$ cat config.mk
export PLATFORM = sky130hd
export DESIGN_NAME = rx_arbiter_flat
export DESIGN_NICKNAME = d
export VERILOG_FILES = /design/src/rtl/rx_arbiter_if.sv /design/src/rtl/rx_arbiter.sv /design/src/flat_wrapper.sv
export SDC_FILE = /design/constraint.sdc
export NUM_CORES = 1
export LEC_CHECK = 0
export CAP_MARGIN = 25
export CORE_AREA = 4 4 110 112
export DETAILED_ROUTE_END_ITERATION = 7
export DIE_AREA = 0 0 114 116
export PLACE_DENSITY = 0.9
export SLEW_MARGIN = 25
export SYNTH_ARGS = -nofsm -noshare
export SYNTH_HDL_FRONTEND = slang
export SYNTH_SLANG_ARGS = --single-unit
$ cat constraint.sdc
create_clock -name RX_clk -period 3.45 [get_ports RX_clk]
set_input_delay 1.035 -clock RX_clk [delete_from_list [all_inputs] [get_ports RX_clk]]
set_output_delay 1.035 -clock RX_clk [all_outputs]
set_load 0.03 [all_outputs]
$ cat src/rtl/rx_arbiter_if.sv
// Channel-side and FIFO-side signals of rx_arbiter. drop_cnt exists only when
// RX_ERR_DROP_EN is defined.
interface rx_arbiter_if #(
  parameter int NCH = 4
);
  logic [NCH-1:0]   req;
  logic [8*NCH-1:0] ch_data;
  logic [NCH-1:0]   ch_perr;
  logic [NCH-1:0]   ch_ferr;
  logic [NCH-1:0]   ack;
  logic [7:0]       out_data;
  logic [2:0]       out_chan;
  logic [1:0]       out_err;
  logic             out_valid;
  logic             out_ready;
  logic [4:0]       fifo_count;
`ifdef RX_ERR_DROP_EN
  logic [15:0]      drop_cnt;

  modport slave (
    input  req, ch_data, ch_perr, ch_ferr, out_ready,
    output ack, out_data, out_chan, out_err, out_valid, fifo_count, drop_cnt
  );
  modport master (
    output req, ch_data, ch_perr, ch_ferr, out_ready,
    input  ack, out_data, out_chan, out_err, out_valid, fifo_count, drop_cnt
  );
`else
  modport slave (
    input  req, ch_data, ch_perr, ch_ferr, out_ready,
    output ack, out_data, out_chan, out_err, out_valid, fifo_count
  );
  modport master (
    output req, ch_data, ch_perr, ch_ferr, out_ready,
    input  ack, out_data, out_chan, out_err, out_valid, fifo_count
  );
`endif
endinterface

$ cat src/rtl/rx_arbiter.sv
// Round-robin arbiter draining NCH receiver channels into a shared FIFO.
// Optional RX_ERR_DROP_EN: frames flagged with parity/frame errors are acked but dropped and counted.
module rx_arbiter #(
  parameter int NCH   = 4,
  parameter int DEPTH = 8
) (
  input  logic       RX_clk,
  input  logic       rst,
  rx_arbiter_if.slave bus
);
  localparam int AW = (DEPTH > 1) ? $clog2(DEPTH) : 1;

  typedef enum logic {ARB, WRITE} state_e;

  typedef struct packed {
    logic       ferr;
    logic       perr;
    logic [2:0] chan;
    logic [7:0] data;
  } entry_t;

  state_e        state_q, state_d;
  logic [2:0]    grant_q, grant_d;
  logic [2:0]    rr_ptr_q, rr_ptr_d;
  logic [AW-1:0] wr_ptr_q, wr_ptr_d;
  logic [AW-1:0] rd_ptr_q, rd_ptr_d;
  logic [4:0]    count_q, count_d;
  entry_t        mem_q [DEPTH];
  entry_t        mem_d [DEPTH];

  entry_t         wr_entry, head;
  logic [NCH-1:0] ack;
  logic [2:0]     pick;
  logic           found, write_go, drop, push, pop, valid;
  int             idx;

  // First requester at or after rr_ptr, wrapping to channel 0.
  always_comb begin
    found = 1'b0;
    pick  = rr_ptr_q;
    idx   = 0;
    for (int i = 0; i < NCH; i++) begin
      idx = int'(rr_ptr_q) + i;
      if (idx >= NCH) idx = idx - NCH;
      if (!found && bus.req[idx]) begin
        found = 1'b1;
        pick  = 3'(idx);
      end
    end
  end

  // Fullness is judged on the registered count; a same-cycle pop does not help.
  always_comb begin
    state_d  = state_q;
    grant_d  = grant_q;
    rr_ptr_d = rr_ptr_q;
    write_go = 1'b0;
    case (state_q)
      ARB: begin
        if (found && (count_q < 5'(DEPTH))) begin
          grant_d = pick;
          state_d = WRITE;
        end
      end
      WRITE: begin
        write_go = 1'b1;
        rr_ptr_d = (grant_q == 3'(NCH - 1)) ? 3'd0 : grant_q + 3'd1;
        state_d  = ARB;
      end
      default: state_d = ARB;
    endcase
  end

  // Reset in the WRITE cycle suppresses the ack as well as the push.
  always_comb begin
    ack      = '0;
    wr_entry = '0;
    wr_entry.chan = grant_q;
    for (int k = 0; k < NCH; k++) begin
      if (grant_q == 3'(k)) begin
        ack[k]        = write_go && !rst;
        wr_entry.data = bus.ch_data[8*k +: 8];
        wr_entry.perr = bus.ch_perr[k];
        wr_entry.ferr = bus.ch_ferr[k];
      end
    end
  end

`ifdef RX_ERR_DROP_EN
  assign drop = wr_entry.perr | wr_entry.ferr;
`else
  assign drop = 1'b0;
`endif

  assign valid = (count_q != 5'd0);
  assign push  = write_go && !drop;
  assign pop   = valid && bus.out_ready;

  // A grant is only issued below DEPTH, so a push never meets a full FIFO.
  always_comb begin
    mem_d    = mem_q;
    wr_ptr_d = wr_ptr_q;
    rd_ptr_d = rd_ptr_q;
    if (push) begin
      mem_d[wr_ptr_q] = wr_entry;
      wr_ptr_d        = wr_ptr_q + 1'b1;
    end
    if (pop) rd_ptr_d = rd_ptr_q + 1'b1;
    count_d = count_q + {4'd0, push} - {4'd0, pop};
  end

  always_ff @(posedge RX_clk) begin
    if (rst) begin
      state_q  <= ARB;
      grant_q  <= 3'd0;
      rr_ptr_q <= 3'd0;
      wr_ptr_q <= '0;
      rd_ptr_q <= '0;
      count_q  <= 5'd0;
      mem_q    <= '{default: '0};
    end else begin
      state_q  <= state_d;
      grant_q  <= grant_d;
      rr_ptr_q <= rr_ptr_d;
      wr_ptr_q <= wr_ptr_d;
      rd_ptr_q <= rd_ptr_d;
      count_q  <= count_d;
      mem_q    <= mem_d;
    end
  end

`ifdef RX_ERR_DROP_EN
  logic [15:0] drop_cnt_q, drop_cnt_d;

  always_comb begin
    drop_cnt_d = drop_cnt_q;
    if (write_go && drop && (drop_cnt_q != 16'hFFFF)) drop_cnt_d = drop_cnt_q + 16'd1;
  end

  always_ff @(posedge RX_clk) begin
    if (rst) drop_cnt_q <= 16'd0;
    else     drop_cnt_q <= drop_cnt_d;
  end

  assign bus.drop_cnt = drop_cnt_q;
`endif

  assign head           = mem_q[rd_ptr_q];
  assign bus.ack        = ack;
  assign bus.out_valid  = valid;
  assign bus.out_data   = valid ? head.data : 8'd0;
  assign bus.out_chan   = valid ? head.chan : 3'd0;
  assign bus.out_err    = valid ? {head.ferr, head.perr} : 2'd0;
  assign bus.fifo_count = count_q;

endmodule

$ cat src/flat_wrapper.sv
// flat-port wrapper written by rule: the top's interface ports become plain ports
module rx_arbiter_flat 
#(
  parameter int NCH   = 4,
  parameter int DEPTH = 8
)
  (RX_clk, rst, bus_req, bus_ch_data, bus_ch_perr, bus_ch_ferr, bus_out_ready, bus_ack, bus_out_data, bus_out_chan, bus_out_err, bus_out_valid, bus_fifo_count);
  rx_arbiter_if #(.NCH(NCH)) bus_i ();
  input  logic RX_clk;
  input  logic rst;
  input wire logic [$bits(bus_i.req)-1:0] bus_req;
  input wire logic [$bits(bus_i.ch_data)-1:0] bus_ch_data;
  input wire logic [$bits(bus_i.ch_perr)-1:0] bus_ch_perr;
  input wire logic [$bits(bus_i.ch_ferr)-1:0] bus_ch_ferr;
  input wire logic [$bits(bus_i.out_ready)-1:0] bus_out_ready;
  output wire logic [$bits(bus_i.ack)-1:0] bus_ack;
  output wire logic [$bits(bus_i.out_data)-1:0] bus_out_data;
  output wire logic [$bits(bus_i.out_chan)-1:0] bus_out_chan;
  output wire logic [$bits(bus_i.out_err)-1:0] bus_out_err;
  output wire logic [$bits(bus_i.out_valid)-1:0] bus_out_valid;
  output wire logic [$bits(bus_i.fifo_count)-1:0] bus_fifo_count;
  assign bus_i.req = bus_req;
  assign bus_i.ch_data = bus_ch_data;
  assign bus_i.ch_perr = bus_ch_perr;
  assign bus_i.ch_ferr = bus_ch_ferr;
  assign bus_i.out_ready = bus_out_ready;
  assign bus_ack = bus_i.ack;
  assign bus_out_data = bus_i.out_data;
  assign bus_out_chan = bus_i.out_chan;
  assign bus_out_err = bus_i.out_err;
  assign bus_out_valid = bus_i.out_valid;
  assign bus_fifo_count = bus_i.fifo_count;
  rx_arbiter #(.NCH(NCH), .DEPTH(DEPTH)) u_core (.RX_clk(RX_clk), .rst(rst), .bus(bus_i));
endmodule
==> results of run 1 <==
through the flow:
stage	power, mW	instance area (um^2)	hold WS, ns	setup slack [ns]
after floorplan	3.08	6070	0.433	0.481
after global placement	3.59	6950	0.439	0.0518
after detailed placement	3.71	6950	0.453	0.0521
after CTS	5.54	7540	0.462	0.00478
after global routing	5.85	7600	0.495	0.00915
final	5.62	7600	0.467	0.0124
metal layers:
layer | up-vias | routed length (um)
li1 | 2479 | -
met1 | 2705 | 6480
met2 | 426 | 8930
met3 | 99 | 1790
met4 | 0 | 785
met5 | - | 0
worst min-delay path: stages (launching register included):
cell and delay, ns:
dfxtp_1 0.30, nand2_1 0.05, a21oi_1 0.06
power groups by stage:
stage | Clock (mW) | Sequential, mW | Combinational [mW]
after global placement | 0 | 1.64 | 1.95
after CTS | 1.78 | 1.63 | 2.13
final | 1.79 | 1.64 | 2.19
after floorplan | 0 | 1.66 | 1.42
after detailed placement | 0 | 1.66 | 2.05
after global routing | 1.84 | 1.65 | 2.36
state kept, by name (all words and copies together) (netlist names):
signal and cells:
u_core.wr_ptr_q 3, u_core.grant_q 3, u_core.rr_ptr_q 3, u_core.mem_q 104, u_core.rd_ptr_q 3, u_core.state_q 1
u_core.bus.fifo_count 5
repair_timing:
| action | in CTS | in global routing |
|---|---|---|
| hold buffers | 0 | 0 |
| endpoints found under the setup margin | 4 | 13 |
| hold endpoints to repair | 0 | 0 |
| gates resized for setup | 5 | 14 |
| gates cloned | 0 | 0 |
| setup buffers | 0 | 0 |
kinds of logic after synthesis:
group	share of synthesized area, %
AOI/OAI and AO/OA	17.4
xor gates and xnor gates	1.15
adders and majority gates	4.24
buffers and inverters	4.63
DFF	40.2
muxes	15.8
and+or+nand+nor	16.5
placed cells by master (no fill, tap or decap), types with 2 or more instances in the layout:
master	n
nor2_1	142
dfxtp_1	121
a22oi_1	80
clkdlybuf4s50_1	52
mux4_2	29
a21oi_1	27
mux2i_1	26
nand2_1	26
buf_4	26
nor2b_1	24
ha_1	18
clkbuf_16	17
inv_1	15
nand3_1	15
dlymetal6s2s_1	13
a221oi_1	12
o31ai_2	8
and2_1	5
clkinv_2	5
nand2b_1	5
clkbuf_1	5
xor2_1	4
xnor2_1	4
o31ai_1	3
o21ai_0	3
bufinv_16	3
dlygate4sd2_1	3
or3_1	2
nor3_1	2
a31oi_1	2
a21o_1	2
mux2_2	2
clkbuf_8	2
buf_12	2
path summary, 6_finish.rpt:
check | startpoint | slack [ns] | to
worst max-delay path | rst | 0.01 | bus_ack[3]
worst min-delay path | u_core.mem_q[47]$_SDFFE_PP0P_ | 0.47 | u_core.mem_q[47]$_SDFFE_PP0P_
worst max register to register | u_core.bus.fifo_count[3]$_SDFF_PP0_ | 0.37 | u_core.bus.fifo_count[4]$_SDFF_PP0_
worst min register to register | u_core.mem_q[47]$_SDFFE_PP0P_ | 0.47 | u_core.mem_q[47]$_SDFFE_PP0P_
final cells by class:
type	count	area [um^2]	share of cell area, %
clock buffers	24	472	6.20
inverters	17	65.1	0.856
flip-flops and latches	122	2440	32.1
well taps	143	179	2.35
multi-input cells	460	3380	44.5
repair buffers	96	945	12.4
clock inverters	8	118	1.55
==> flow_summary.yaml, run 1 <==
place:
  dpl.hpwl_um: 10800
  gp_congestion: 0.822
  dp.cells: 838
  io_buffer_count: 69
min_path:
  whs_path_depth: 2
  hp-class: "register to register"
timing:
  hold_violations: 0
  clock_skew_ns: 0.00517
  slew_headroom_pct: 33.0
  fmax_ghz: 0.291
  period_needed_ns: 3.44
  rsz0062_at_grt: "no"
  worst_pin_slew_ns: 0.996
  setup_viol: 0
  drv_slew: 0
  fin_crit_sh_pct: 99.6
  tns_ns: 0
clock_network:
  cts.sinks: 122
  clock-root-buffer: "clkbuf_16"
  clock_path_buffers: 2
  numCtsBuffers: 17
  clk_pin_slew_worst_paths_ns: 0.05
  cts_tree: "built"
  clkLatencyLatePin_ns: 0.42
  h-tree-depth: 4
yosys:
  syn_nets: 718
  synth.avg_cell_area_um2: 9.33
  netlist.top_cell.by_area: "dfxtp_1"
  synth_area_leaders: "dfxtp_1 40%, mux4_2 11%, a22oi_1 9.9%"
  synth_cell_type_count: 48
  synth_common_cells: "142 x nor2_1, 122 x dfxtp_1, 80 x a22oi_1, 37 x clkbuf_1, 29 x mux4_2"
  ys.flop_type: "dfxtp_1"
  synth_edf_count: 0
  ys_async_sr_fraction_pct: 0
  synth-seq-cells: 122
  synth_top_cell_area_share_pct: 40.2
  synthesis.area_mm2: 0.00607
  yosys_warnings: 0
  ys_seq_area_share_pct: 40.2
  yosys.cell_count.top_type: "nor2_1"
  synth_cells: 651
pwr:
  power_frac_seq_pct: 29.2
  p_comb_share_pct: 39.0
  p_leak_nw: 3.02
  vdd_ir_drop_max_v: 0.000404
  power.net_switching_mw: 2.08
  p_per_area_mw_per_mm2: 738
  power.internal_mw: 3.54
  p_sw_share_pct: 37.0
  power.share.clock_pct: 31.8
detailed_routing:
  routed-via-count: 5709
  viasPerCell: 6.56
  drc: 10
  drt-total-wl_um: 18000
  firstDrtPassIters: 8
  ant_nets: 0
  routedWlPerCell_um: 20.7
  drtIter0Drc: 978
global_route:
  grt_pass1_wl_um: 28700
  antenna_found_initial: 0
  grtUsageTotal_pct: 27.5
  met1_usage_pct: 31.2
  grt_pass1_vias: 5822
  grt_max_degree: 85
  gr-usage-met3_pct: 6.95
  use_met2_pct: 46.8
  busiest_layer: "met2"
  grt-ovfl-total: 0
die:
  start_util_pct: 54.1
  pin_count: 70
  rows: 39
  dieArea_mm2: 0.0132
  die_x_um: 114
  core_area_mm2: 0.0112
  die_height_um: 116
setup_path:
  cp_max_fo: 4
  critical-path-top-delay-family: "buffers and inverters"
  worst-path-stages: 5
  cp_data_arrival_time_ns: 2.40
  cp-start-kind: "input pin"
  critPathRequiredTime_ns: 2.41
  critPathBufInv: 3
  cp_slowest_stage_delay_ns: 0.67
  setup.worst_path.class: "input pin to primary output"
  path_cells: "buf_4, nor3b_1, buf_4, and2_1, clkdlybuf4s50_1"
  crit_path_end_kind: "primary output"
  slowest_stage: "clkdlybuf4s50_1"
  ff2ff_path_depth: 16
  cp_common_cell: "buf_4"
finish:
  num-fill-cells: 764
  fin_nets: 781
  fin_util_pct: 67.8
  drive_gt1_share_pct: 14.0
  syn2layout_area_growth_pct: 25.2
  fin_cells: 870
  diodes: 0
outcome:
  violations: "DRC"
  status: "complete, but fails checks"
job:
  max_cap_violations: 0
Note: power is estimated with default switching activity, not from simulation.
==> inputs of run 2 (changes only) <==
- SLEW_MARGIN: 25 -> 10
==> run 2 against run 1 <==
  * Final cell count rose by 0.69%
  * First-iteration DRC count down 13%
  * Core utilization hardly changed
  * The run now ends clean
  * Largest cell class unchanged
  * Design area about the same
  * Clock skew about the same
  * Global-route usage is the same
==> flow_summary.yaml, run 2 (synthesis gave the netlist of run 1 again) <==
clock_network:
  cts_tree: "built"
  cts.sinks: 122
  h-tree-depth: 4
  clock-root-buffer: "clkbuf_16"
  clkLatencyLatePin_ns: 0.41
  clock_path_buffers: 2
  clk_pin_slew_worst_paths_ns: 0.05
  numCtsBuffers: 17
timing:
  rsz0062_at_grt: "no"
  tns_ns: 0
  drv_slew: 0
  setup_viol: 0
  period_needed_ns: 3.44
  worst_pin_slew_ns: 1.02
  hold_violations: 0
  clock_skew_ns: 0.00471
  slew_headroom_pct: 31.5
  fmax_ghz: 0.291
  fin_crit_sh_pct: 99.6
min_path:
  hp-class: "register to register"
setup_path:
  cp_data_arrival_time_ns: 2.40
  slowest_stage: "clkdlybuf4s50_1"
  crit_path_end_kind: "primary output"
  cp_common_cell: "buf_4"
  critical-path-top-delay-family: "buffers and inverters"
  critPathRequiredTime_ns: 2.41
  critPathBufInv: 3
  path_cells: "buf_4, nor3b_1, buf_4, and2_1, clkdlybuf4s50_1"
  cp_max_fo: 4
  cp_slowest_stage_delay_ns: 0.67
  cp-start-kind: "input pin"
  setup.worst_path.class: "input pin to primary output"
pwr:
  vdd_ir_drop_max_v: 0.000474
  p_per_area_mw_per_mm2: 742
  power.total_mw: 5.64
  p_leak_nw: 3.03
global_route:
  grt_pass1_vias: 5822
  antenna_found_initial: 0
  use_met2_pct: 46.8
  met1_usage_pct: 31.2
  gr-usage-met3_pct: 6.95
  grtUsageTotal_pct: 27.5
  busiest_layer: "met2"
  grt_max_degree: 85
  grt_pass1_wl_um: 28700
  grt-ovfl-total: 0
finish:
  num-fill-cells: 764
  drive_gt1_share_pct: 13.9
  syn2layout_area_growth_pct: 25.2
  top_register: "u_core.mem_q"
  layout_commonest_cell: "nor2_1"
  fin_nets: 787
  fin_util_pct: 67.8
  mostFrequentLayoutCells: "142 x nor2_1, 121 x dfxtp_1, 80 x a22oi_1"
  largest_reg_flops: 104
  diodes: 0
detailed_routing:
  firstDrtPassIters: 8
  drtIter0Drc: 849
  viasPerCell: 6.47
  routed-via-count: 5667
  ant_nets: 0
  drc: 0
  routedWlPerCell_um: 20.3
  drt-total-wl_um: 17800
die:
  rows: 39
  start_util_pct: 54.1
  die_x_um: 114
  dieArea_mm2: 0.0132
  core_area_mm2: 0.0112
  die_height_um: 116
  pin_count: 70
place:
  io_buffer_count: 69
  dpl.hpwl_um: 10800
  gp_congestion: 0.822
outcome:
  status: "finished clean"
job:
  max_cap_violations: 0
run 2: cell types whose count changed in the layout (fill, tap and decap cells not counted):
cell / before / now
o31ai_2: 8 / 2
clkbuf_4: 0 / 1
buf_2: 0 / 3
o31ai_1: 3 / 9
clkbuf_2: 0 / 2
run 2: worst reg2reg max path: stages (launching register included):
cell and delay, ns:
dfxtp_1 0.31, inv_1 0.11, ha_1 0.18, nor4b_2 0.19, buf_4 0.24, inv_1 0.07, and2_1 0.23, ha_1 0.33
inv_1 0.05, ha_1 0.21, inv_1 0.09, fa_1 0.20, inv_1 0.06, a21oi_1 0.20, nor2_1 0.08, or3_1 0.31
a21oi_1 0.14
run 2: timing repair:
| item | CTS | global route |
|---|---|---|
| hold endpoints to repair | 0 | 0 |
| resized for setup | 5 | 14 |
| setup endpoints to repair | 4 | 13 |
| buffers inserted | 0 | 0 |
| hold buffers | 0 | 0 |
| pin swaps | 0 | 0 |
run 2: report_power, final:
part / switching (mW) / internal, mW
Combinational: 1.36 / 0.866
Sequential: 0.114 / 1.53
Clock: 0.613 / 1.17
Total: 2.08 / 3.56
run 2: worst paths after layout:
kind	from	to	slack, ns	cells past startpoint
max	rst	bus_ack[3]	0.01	5
min	u_core.mem_q[47]$_SDFFE_PP0P_	u_core.mem_q[47]$_SDFFE_PP0P_	0.46	2
max reg2reg	u_core.bus.fifo_count[3]$_SDFF_PP0_	u_core.bus.fifo_count[4]$_SDFF_PP0_	0.38	16
min reg2reg	u_core.mem_q[47]$_SDFFE_PP0P_	u_core.mem_q[47]$_SDFFE_PP0P_	0.46	2
run 2: area by class of cell:
type                       count  area, um^2  share of cell area (%)
clock buffer                  24         472                    6.20
timing repair buffer         102         977                    12.8
sequential                   122        2440                    32.1
clock inverter                 8         118                    1.55
multi-input combinational    460        3350                    44.1
inverter                      17        65.1                   0.855
tap                          143         179                    2.35
run 2: per-stage QoR:
step	instance area [um^2]	std cells	setup WS, ns	hold WS, ns
final	7610	876	0.0143	0.463
after floorplan	6070	651	0.481	0.433
after global routing	7610	876	0.00939	0.495
after CTS	7540	870	0.00478	0.462
after detailed placement	6950	838	0.0521	0.453
after global placement	6950	838	0.0518	0.439
run 2: layer usage:
metal  vias to the layer above  wire length (um)
li1                       2483                 -
met1                      2659              6500
met2                       410              8790
met3                       115              1720
met4                         0               801
met5                         -                 0
==> inputs of run 3 (changes only) <==
- SLEW_MARGIN: 10 -> 20
==> run 3 against run 2 <==
  * Sequential share of layout area is essentially flat
  * Critical path type unchanged
  * Register-to-register slack is essentially flat
  * Critical path depth is the same
  * Power shrank 0.54%
  * Via count shrank 0.18%
  * Clock skew is essentially flat
==> flow_summary.yaml, run 3 (synthesis gave the netlist of run 1 again) <==
outcome:
  status: "finished clean"
detailed_routing:
  routedWlPerCell_um: 20.5
  drtIter0Drc: 847
  routed-via-count: 5657
  firstDrtPassIters: 5
  viasPerCell: 6.49
  drt-total-wl_um: 17900
  ant_nets: 0
  drc: 0
timing:
  slew_headroom_pct: 28.7
  period_needed_ns: 3.43
  fin_crit_sh_pct: 99.5
  drv_slew: 0
  rsz0062_at_grt: "no"
  hold_violations: 0
  setup_slack_ns: 0.0168
  whs_ns: 0.463
  fmax_ghz: 0.291
  setup_viol: 0
  worst_pin_slew_ns: 1.06
  tns_ns: 0
  clock_skew_ns: 0.00436
finish:
  mostFrequentLayoutCells: "142 x nor2_1, 121 x dfxtp_1, 80 x a22oi_1"
  fin_cells: 871
  layout_commonest_cell: "nor2_1"
  top_register: "u_core.mem_q"
  fin_area_mm2: 0.00760
  fin_util_pct: 67.8
  diodes: 0
  drive_gt1_share_pct: 14.0
  num-fill-cells: 765
  largest_reg_flops: 104
  syn2layout_area_growth_pct: 25.2
  fin_nets: 782
clock_network:
  cts_tree: "built"
  numCtsBuffers: 17
  cts_setup_buffers: 0
  clock_path_buffers: 2
  clk_pin_slew_worst_paths_ns: 0.05
  h-tree-depth: 4
  holdBufCountCts: 0
  clkLatencyLatePin_ns: 0.42
  cts.sinks: 122
  clock-root-buffer: "clkbuf_16"
  cts.repair.resized: 5
die:
  rows: 39
  die_height_um: 116
  dieArea_mm2: 0.0132
  core_area_mm2: 0.0112
  start_util_pct: 54.1
  die_x_um: 114
  pin_count: 70
place:
  io_buffer_count: 69
  dpl_worst_slack_ns: 0.0521
  dpl.hpwl_um: 10800
  gp_congestion: 0.822
  placed_cell_area_mm2: 0.00695
  dp.cells: 838
pwr:
  vdd_ir_drop_max_v: 0.000468
  p_per_area_mw_per_mm2: 738
  power.total_mw: 5.61
  p_leak_nw: 3.02
global_route:
  grt_max_degree: 85
  grtUsageTotal_pct: 27.5
  grt-ovfl-total: 0
  grt_pass1_wl_um: 28700
  antenna_found_initial: 0
  grt_pass1_vias: 5822
setup_path:
  critPathLaunch: "rst"
  cp_max_fo: 4
  rr_startpoint: "u_core.bus.fifo_count[3]$_SDFF_PP0_"
  crit_path_end_kind: "primary output"
  cp-start-kind: "input pin"
  critPathRequiredTime_ns: 2.41
  cp_data_arrival_time_ns: 2.40
  setup.worst_path.class: "input pin to primary output"
min_path:
  hp-start: "u_core.mem_q[47]$_SDFFE_PP0P_"
  hp-class: "register to register"
job:
  max_cap_violations: 0
-- run 3: layer usage --
layer / up-vias / share of wire (%) / wire length (um) / GRT usage (%)
met5: - / 0 / 0 / 0
met1: 2658 / 36 / 6480 / 31.2
met4: 0 / 4.2 / 751 / 16.8
met2: 422 / 49 / 8810 / 46.8
met3: 95 / 10 / 1820 / 6.95
li1: 2482 / - / - / -
-- run 3: worst paths after layout --
path / to / slack [ns] / depth (start not counted)
setup reg to reg: u_core.bus.fifo_count[4]$_SDFF_PP0_ / 0.37 / 16
hold / removal: u_core.mem_q[47]$_SDFFE_PP0P_ / 0.46 / 2
setup / recovery: bus_ack[3] / 0.02 / 5
hold reg to reg: u_core.mem_q[47]$_SDFFE_PP0P_ / 0.46 / 2
-- run 3: final cells by class --
cell class	instances	area (um^2)	share of cell area (%)
Clock buffer	24	472	6.20
Sequential cell	122	2440	32.1
Inverter	17	65.1	0.856
Clock inverter	8	118	1.55
Timing Repair Buffer	97	950	12.5
Tap cell	143	179	2.35
Multi-Input combinational cell	460	3380	44.4
-- run 3: where the power goes --
| part | internal, mW | switching [mW] | leakage [nW] |
|---|---|---|---|
| Combinational | 0.845 | 1.34 | 1.75 |
| Sequential | 1.53 | 0.113 | 0.986 |
| Clock | 1.17 | 0.617 | 0.288 |
-- run 3: worst max-delay path: stages --
cell             delay (ns)
buf_4                  0.12
nor3b_1                0.27
buf_4                  0.18
and2_1                 0.12
clkdlybuf4s50_1        0.67
